### src/rtl/ks_adder_pipe.sv
// Pipelined Kogge-Stone adder/subtractor with valid/ready flow control.
// Define KS_OVF_EN to add the signed-overflow output Ovf.
module ks_adder_pipe #(
    parameter int WIDTH     = 16,
    parameter int REG_EVERY = 1
) (
    input  logic             clk,
    input  logic             rst,
    input  logic             in_valid,
    output logic             in_ready,
    input  logic [WIDTH-1:0] A,
    input  logic [WIDTH-1:0] B,
    input  logic             Cin,
    input  logic             Sub,
    output logic             out_valid,
    input  logic             out_ready,
    output logic [WIDTH-1:0] S,
    output logic             Cout
`ifdef KS_OVF_EN
   ,output logic             Ovf
`endif
);

    localparam int NL = $clog2(WIDTH);

    function automatic logic [WIDTH-1:0] ks_g(
        input logic [WIDTH-1:0] g,
        input logic [WIDTH-1:0] p,
        input int               span
    );
        logic [WIDTH-1:0] r;
        r = g;
        for (int i = span; i < WIDTH; i++) begin
            r[i] = g[i] | (p[i] & g[i-span]);
        end
        return r;
    endfunction

    function automatic logic [WIDTH-1:0] ks_p(
        input logic [WIDTH-1:0] p,
        input int               span
    );
        logic [WIDTH-1:0] r;
        r = p;
        for (int i = span; i < WIDTH; i++) begin
            r[i] = p[i] & p[i-span];
        end
        return r;
    endfunction

    logic adv;
    logic out_valid_q;

    assign adv      = !out_valid_q || out_ready;
    assign in_ready = adv;

    logic [WIDTH-1:0] b_d;
    logic             c0_d;
    logic [WIDTH-1:0] g_p_q;
    logic [WIDTH-1:0] p_p_q;
    logic             c0_p_q;
    logic             v_p_q;

    assign b_d  = Sub ? ~B : B;
    assign c0_d = Sub ? ~Cin : Cin;

    always_ff @(posedge clk) begin
        if (rst) begin
            v_p_q <= 1'b0;
        end else if (adv) begin
            v_p_q <= in_valid;
        end
    end

    always_ff @(posedge clk) begin
        if (adv) begin
            g_p_q  <= A & b_d;
            p_p_q  <= A ^ b_d;
            c0_p_q <= c0_d;
        end
    end

    // Per-level prefix signals; side carries the raw propagate and c0.
    logic [WIDTH-1:0] g_s  [NL+1];
    logic [WIDTH-1:0] p_s  [NL];
    logic [WIDTH:0]   sd_s [NL+1];
    logic             v_s  [NL+1];

    // Carry-in enters as a generate below bit 0.
    assign g_s[0]  = {g_p_q[WIDTH-1:1], g_p_q[0] | (p_p_q[0] & c0_p_q)};
    assign p_s[0]  = p_p_q;
    assign sd_s[0] = {p_p_q, c0_p_q};
    assign v_s[0]  = v_p_q;

    for (genvar l = 0; l < NL; l++) begin : g_lvl
        localparam int SPAN = 1 << l;
        localparam bit REG  = (((l + 1) % REG_EVERY) == 0) || (l == NL - 1);

        logic [WIDTH-1:0] g_d;
        assign g_d = ks_g(g_s[l], p_s[l], SPAN);

        if (REG) begin : g_reg
            logic [WIDTH-1:0] g_q;
            logic [WIDTH:0]   sd_q;
            logic             v_q;

            always_ff @(posedge clk) begin
                if (rst) begin
                    v_q <= 1'b0;
                end else if (adv) begin
                    v_q <= v_s[l];
                end
            end

            always_ff @(posedge clk) begin
                if (adv) begin
                    g_q  <= g_d;
                    sd_q <= sd_s[l];
                end
            end

            assign g_s[l+1]  = g_q;
            assign sd_s[l+1] = sd_q;
            assign v_s[l+1]  = v_q;
        end else begin : g_thru
            assign g_s[l+1]  = g_d;
            assign sd_s[l+1] = sd_s[l];
            assign v_s[l+1]  = v_s[l];
        end

        // The last level only needs group generates.
        if (l < NL - 1) begin : g_pp
            logic [WIDTH-1:0] p_d;
            assign p_d = ks_p(p_s[l], SPAN);

            if (REG) begin : g_reg
                logic [WIDTH-1:0] p_q;
                always_ff @(posedge clk) begin
                    if (adv) begin
                        p_q <= p_d;
                    end
                end
                assign p_s[l+1] = p_q;
            end else begin : g_thru
                assign p_s[l+1] = p_d;
            end
        end
    end

    logic [WIDTH-1:0] s_d;
    logic [WIDTH-1:0] s_q;
    logic             co_q;

    assign s_d = sd_s[NL][WIDTH:1] ^ {g_s[NL][WIDTH-2:0], sd_s[NL][0]};

    always_ff @(posedge clk) begin
        if (rst) begin
            out_valid_q <= 1'b0;
            s_q         <= '0;
            co_q        <= 1'b0;
        end else if (adv) begin
            out_valid_q <= v_s[NL];
            if (v_s[NL]) begin
                s_q  <= s_d;
                co_q <= g_s[NL][WIDTH-1];
            end
        end
    end

`ifdef KS_OVF_EN
    // Signed overflow equals carry into the MSB xor carry out of it.
    logic ovf_q;
    always_ff @(posedge clk) begin
        if (rst) begin
            ovf_q <= 1'b0;
        end else if (adv && v_s[NL]) begin
            ovf_q <= g_s[NL][WIDTH-1] ^ g_s[NL][WIDTH-2];
        end
    end
    assign Ovf = ovf_q;
`endif

    assign out_valid = out_valid_q;
    assign S         = s_q;
    assign Cout      = co_q;

endmodule

### config.mk
export PLATFORM = sky130hd
export DESIGN_NAME = ks_adder_pipe
export DESIGN_NICKNAME = d
export VERILOG_FILES = /design/src/rtl/ks_adder_pipe.sv
export SDC_FILE = /design/constraint.sdc
export NUM_CORES = 1
export LEC_CHECK = 0
export CAP_MARGIN = 10
export CORE_MARGIN = 3
export CORE_UTILIZATION = 65
export CTS_BUF_LIST = sky130_fd_sc_hd__clkbuf_4
export CTS_CLUSTER_SIZE = 16
export DETAILED_ROUTE_END_ITERATION = 7
export DONT_BUFFER_PORTS = 1
export GPL_TIMING_DRIVEN = 0
export MAX_ROUTING_LAYER = met4
export PLACE_DENSITY = 0.84
export SLEW_MARGIN = 20
export SYNTH_ARGS = -nofsm -noshare
export SYNTH_HDL_FRONTEND = slang
export SYNTH_SLANG_ARGS = --single-unit
### constraint.sdc
create_clock -name clk -period 2.9 [get_ports clk]
set_clock_uncertainty 0.2 [all_clocks]
set_input_delay 0.29 -clock clk [delete_from_list [all_inputs] [get_ports clk]]
set_output_delay 0.29 -clock clk [all_outputs]
set_load 0.05 [all_outputs]
==> metrics.csv <==
stage,metric,value,unit
worst_hold_path,min-delay src,Sub,
setup_path,critical path class,reg -> out,
setup_path,crit path cell chain,nor2b_4 > buf_6 > inv_8 > buf_8,
setup_path,Reg2Reg Depth,5,
routing,Initial DRC Count,293,
cells_and_area,layout cells sized above 1,21.15,%
worst_hold_path,Worst Hold Depth,3,
setup_path,number of cells on the critical path,4,
logic_synthesis,Synthesis Warnings,0,
grt,total grt overflow,0,
routing,"wirelength, routed",13.09,mm
cts,H-tree Lvls,2,
cells_and_area,Area Overhead vs Synth,18.38,%
worst_hold_path,HP Class,in -> reg,
place,Port-buffer cells,0,
flow_run,maxcap violations,0,
grt,Tot GR Track Use,20.43,%
logic_synthesis,register area share after synthesis,79.94,%
logic_synthesis,Mapped Area,8051,µm²
logic_synthesis,Mapped Cells,420,
die,IO Pins,57,
timing,fmax,0.4171,GHz
setup_path,CP Data Required Time,2.41,ns
setup_path,CP bufs+invs,3,
timing,post-layout min period,2.398,ns
grt,vias in the first global route,4201,
setup_path,Critical Path Start,out_valid$_SDFFE_PP0P_,
setup_path,FF-to-FF Start,out_valid$_SDFFE_PP0P_,
routing,vias per cell,5.228,
timing,Final TNS setup,0,ns
timing,Slew HR,63.49,%
logic_synthesis,Post-synth EDFFs,199,
routing,number of detailed-route iterations in the first pass,4,
cts,Setup Buffers After CTS,0,
timing,RSZ-0062 raised after global routing,false,
cts,CTS Buf Count,52,
setup_path,Crit-path slowest cell,dfxtp_1,
timing,Fin. Hold Viols,0,
power,switch share,22.35,%
logic_synthesis,ys flop type,edfxtp_1,
power,Seq pwr share,59.6,%
die,die height,117.3,µm
place,hpwl dp,6.760,mm
die,Core ar.,12060,µm²
cells_and_area,Finished Layout Cells,740,
setup_path,Crit path max-delay family,flip-flops,
routing,DRC,0,
grt,initial antenna violation count,0,
die,# rows,40,
routing,WL/cell,17.69,µm
power,P_int,5.533,mW
logic_synthesis,Cell variety after synth,23,
cells_and_area,post-layout util,79.02,%
setup_path,worst-path maximum fanout,33,
cts,CTS tree,done,
routing,vias,3869,
setup_path,Crit path arrival time,1.91,ns
setup_path,Crit. End Element,primary output,
timing,Final Cycle Share,82.68,%
routing,post-route ant nets,0,
cells_and_area,"commonest non-fill, non-tap cell in the layout",edfxtp_1,
timing,Worst Tran Pin Value,0.5469,ns
timing,Final Setup Violations,0,
grt,largest net degree at the start of global routing,91,
die,DIE AREA,13760,µm²
timing,Final Max Tran Viols,0,
power,Net Switching,1.593,mW
die,Die Span X,117.3,µm
logic_synthesis,Seq cells post-synth,222,
cells_and_area,fillcell total,582,
logic_synthesis,"FFs w/ async S/R, synth",0,%
power,Comb power frac,6.0,%
power,Static Leak,3.898,nW
power,maximum vdd drop,0.4754,mV
cells_and_area,most frequent cells in the layout,"edfxtp_1, clkbuf_4, dlygate4sd3_1",
setup_path,CP startpoint kind,flop,
cts,clock root cell,clkbuf_4,
logic_synthesis,"Avg Cell Area, Syn",19.17,µm²
power,clock power share,34.5,%
cts,Clock Latency Late Sink,0.62,ns
cts,clock-pin slew on the worst setup and hold paths,0.08,ns
die,Starting Density,66.75,%
cts,CTS max path bufs,3,
logic_synthesis,Syn Nets,474,
place,routability cong.,0.7892,
place,placed insts,590,
grt,first-pass GRT wire length,20.37,mm
cts,clk sinks,222,
cells_and_area,number of inserted diodes,0,
run_status,status,"finished, final reports clean",
cells_and_area,nets,584,
power,Pwr Density,747.6,nW/µm²
setup_path,delay of the slowest cell on the worst path,0.63,ns
[timing repair]
item                                   CTS  global route
hold buffers                            54             0
endpoints found under the hold margin   56             0
gates resized for setup                  0             0
[worst reg2reg max path, stage by stage (launching register included)]
cell and delay [ns]:
dfxtp_1 0.47, nor2b_4 0.21, buf_6 0.14, inv_8 0.08, buf_8 0.31, buf_16 0.36
[worst paths after layout]
| kind | endpoint | slack, ns |
|---|---|---|
| max | in_ready | 0.50 |
| max reg2reg | g_lvl[0].g_reg.sd_q[15]$_DFFE_PP_ | 0.68 |
| min | g_p_q[11]$_DFFE_PP_ | 0.12 |
| min reg2reg | g_lvl[3].g_reg.sd_q[5]$_DFFE_PP_ | 0.21 |
[per-layer routing]
metal / global-route usage [%] / up-vias / wire (µm)
met5: - / - / 0
met4: 6.575 / 0 / 159
met3: 5.604 / 16 / 629
met2: 35.41 / 127 / 7108
met1: 23.08 / 1873 / 5194
li1: - / 1853 / -
[metrics by stage]
step | hold slack, ns | power, mW | area [µm²] | setup WS (ns)
2_1_floorplan | 0.1628 | 4.448 | 8051 | 0.3574
3_3_place_gp | 0.1639 | 4.566 | 8262 | 0.04628
3_5_place_dp | 0.1657 | 4.605 | 8320 | 0.7174
4_1_cts | 0.07228 | 7.107 | 9532 | 0.4683
5_1_grt | 0.07885 | 7.442 | 9532 | 0.3798
6_report | 0.1209 | 7.126 | 9532 | 0.5024
[state kept, by name (all words and copies together), names as in the netlist]
register              cells
p_p_q                    16
g_lvl.g_reg.v_q           4
out_valid                 1
c0_p_q                    1
g_lvl.g_reg.g_q          64
g_lvl.g_reg.sd_q         68
Cout                      1
S                        16
g_p_q                    16
g_lvl.g_pp.g_reg.p_q     34
v_p_q                     1
[final cells by class]
| class | instances | area, µm² | share of cell area [%] |
|---|---|---|---|
| Buffer | 10 | 113.9 | 1.195 |
| Clock buffer | 74 | 555.5 | 5.828 |
| Clock inverter | 22 | 115.1 | 1.208 |
| Inverter | 2 | 15.01 | 0.1575 |
| Multi-Input combinational cell | 186 | 1490 | 15.63 |
| Sequential cell | 222 | 6436 | 67.52 |
| Tap cell | 168 | 210.2 | 2.205 |
| Timing Repair Buffer | 56 | 595.6 | 6.248 |
[cell families after synthesis]
logic type	after synthesis	synth area share, %
DFF	222	79.94
AOI/OAI and AO/OA	90	8.951
and+or+nand+nor	47	3.481
xor gates and xnor gates	33	3.590
adders and majority gates	16	2.486
buffers and inverters	12	1.554
[synth_stat cells, types with 2 or more instances]
cell	number	area share (%)
edfxtp_1	199	74
a21o_1	50	4.7
and2_1	34	2.6
dfxtp_1	23	5.7
xor2_1	17	1.8
ha_1	16	2.5
xnor2_1	16	1.7
a211oi_2	12	1.9
a21oi_2	12	1.3
a21oi_1	11	0.68
nand2_1	10	0.47
a211oi_1	4	0.37
buf_6	4	0.56
buf_2	2	0.12
clkbuf_8	2	0.34
[power groups by stage]
| stage | registers, mW | clock network, mW | logic [mW] |
|---|---|---|---|
| floorplan | 4.20 | 0 | 0.247 |
| global placement | 4.27 | 0 | 0.294 |
| detailed placement | 4.30 | 0 | 0.301 |
| CTS | 4.24 | 2.47 | 0.400 |
| global route | 4.29 | 2.69 | 0.464 |
| finish | 4.24 | 2.46 | 0.426 |
Note: power is estimated with default switching activity, not from simulation.
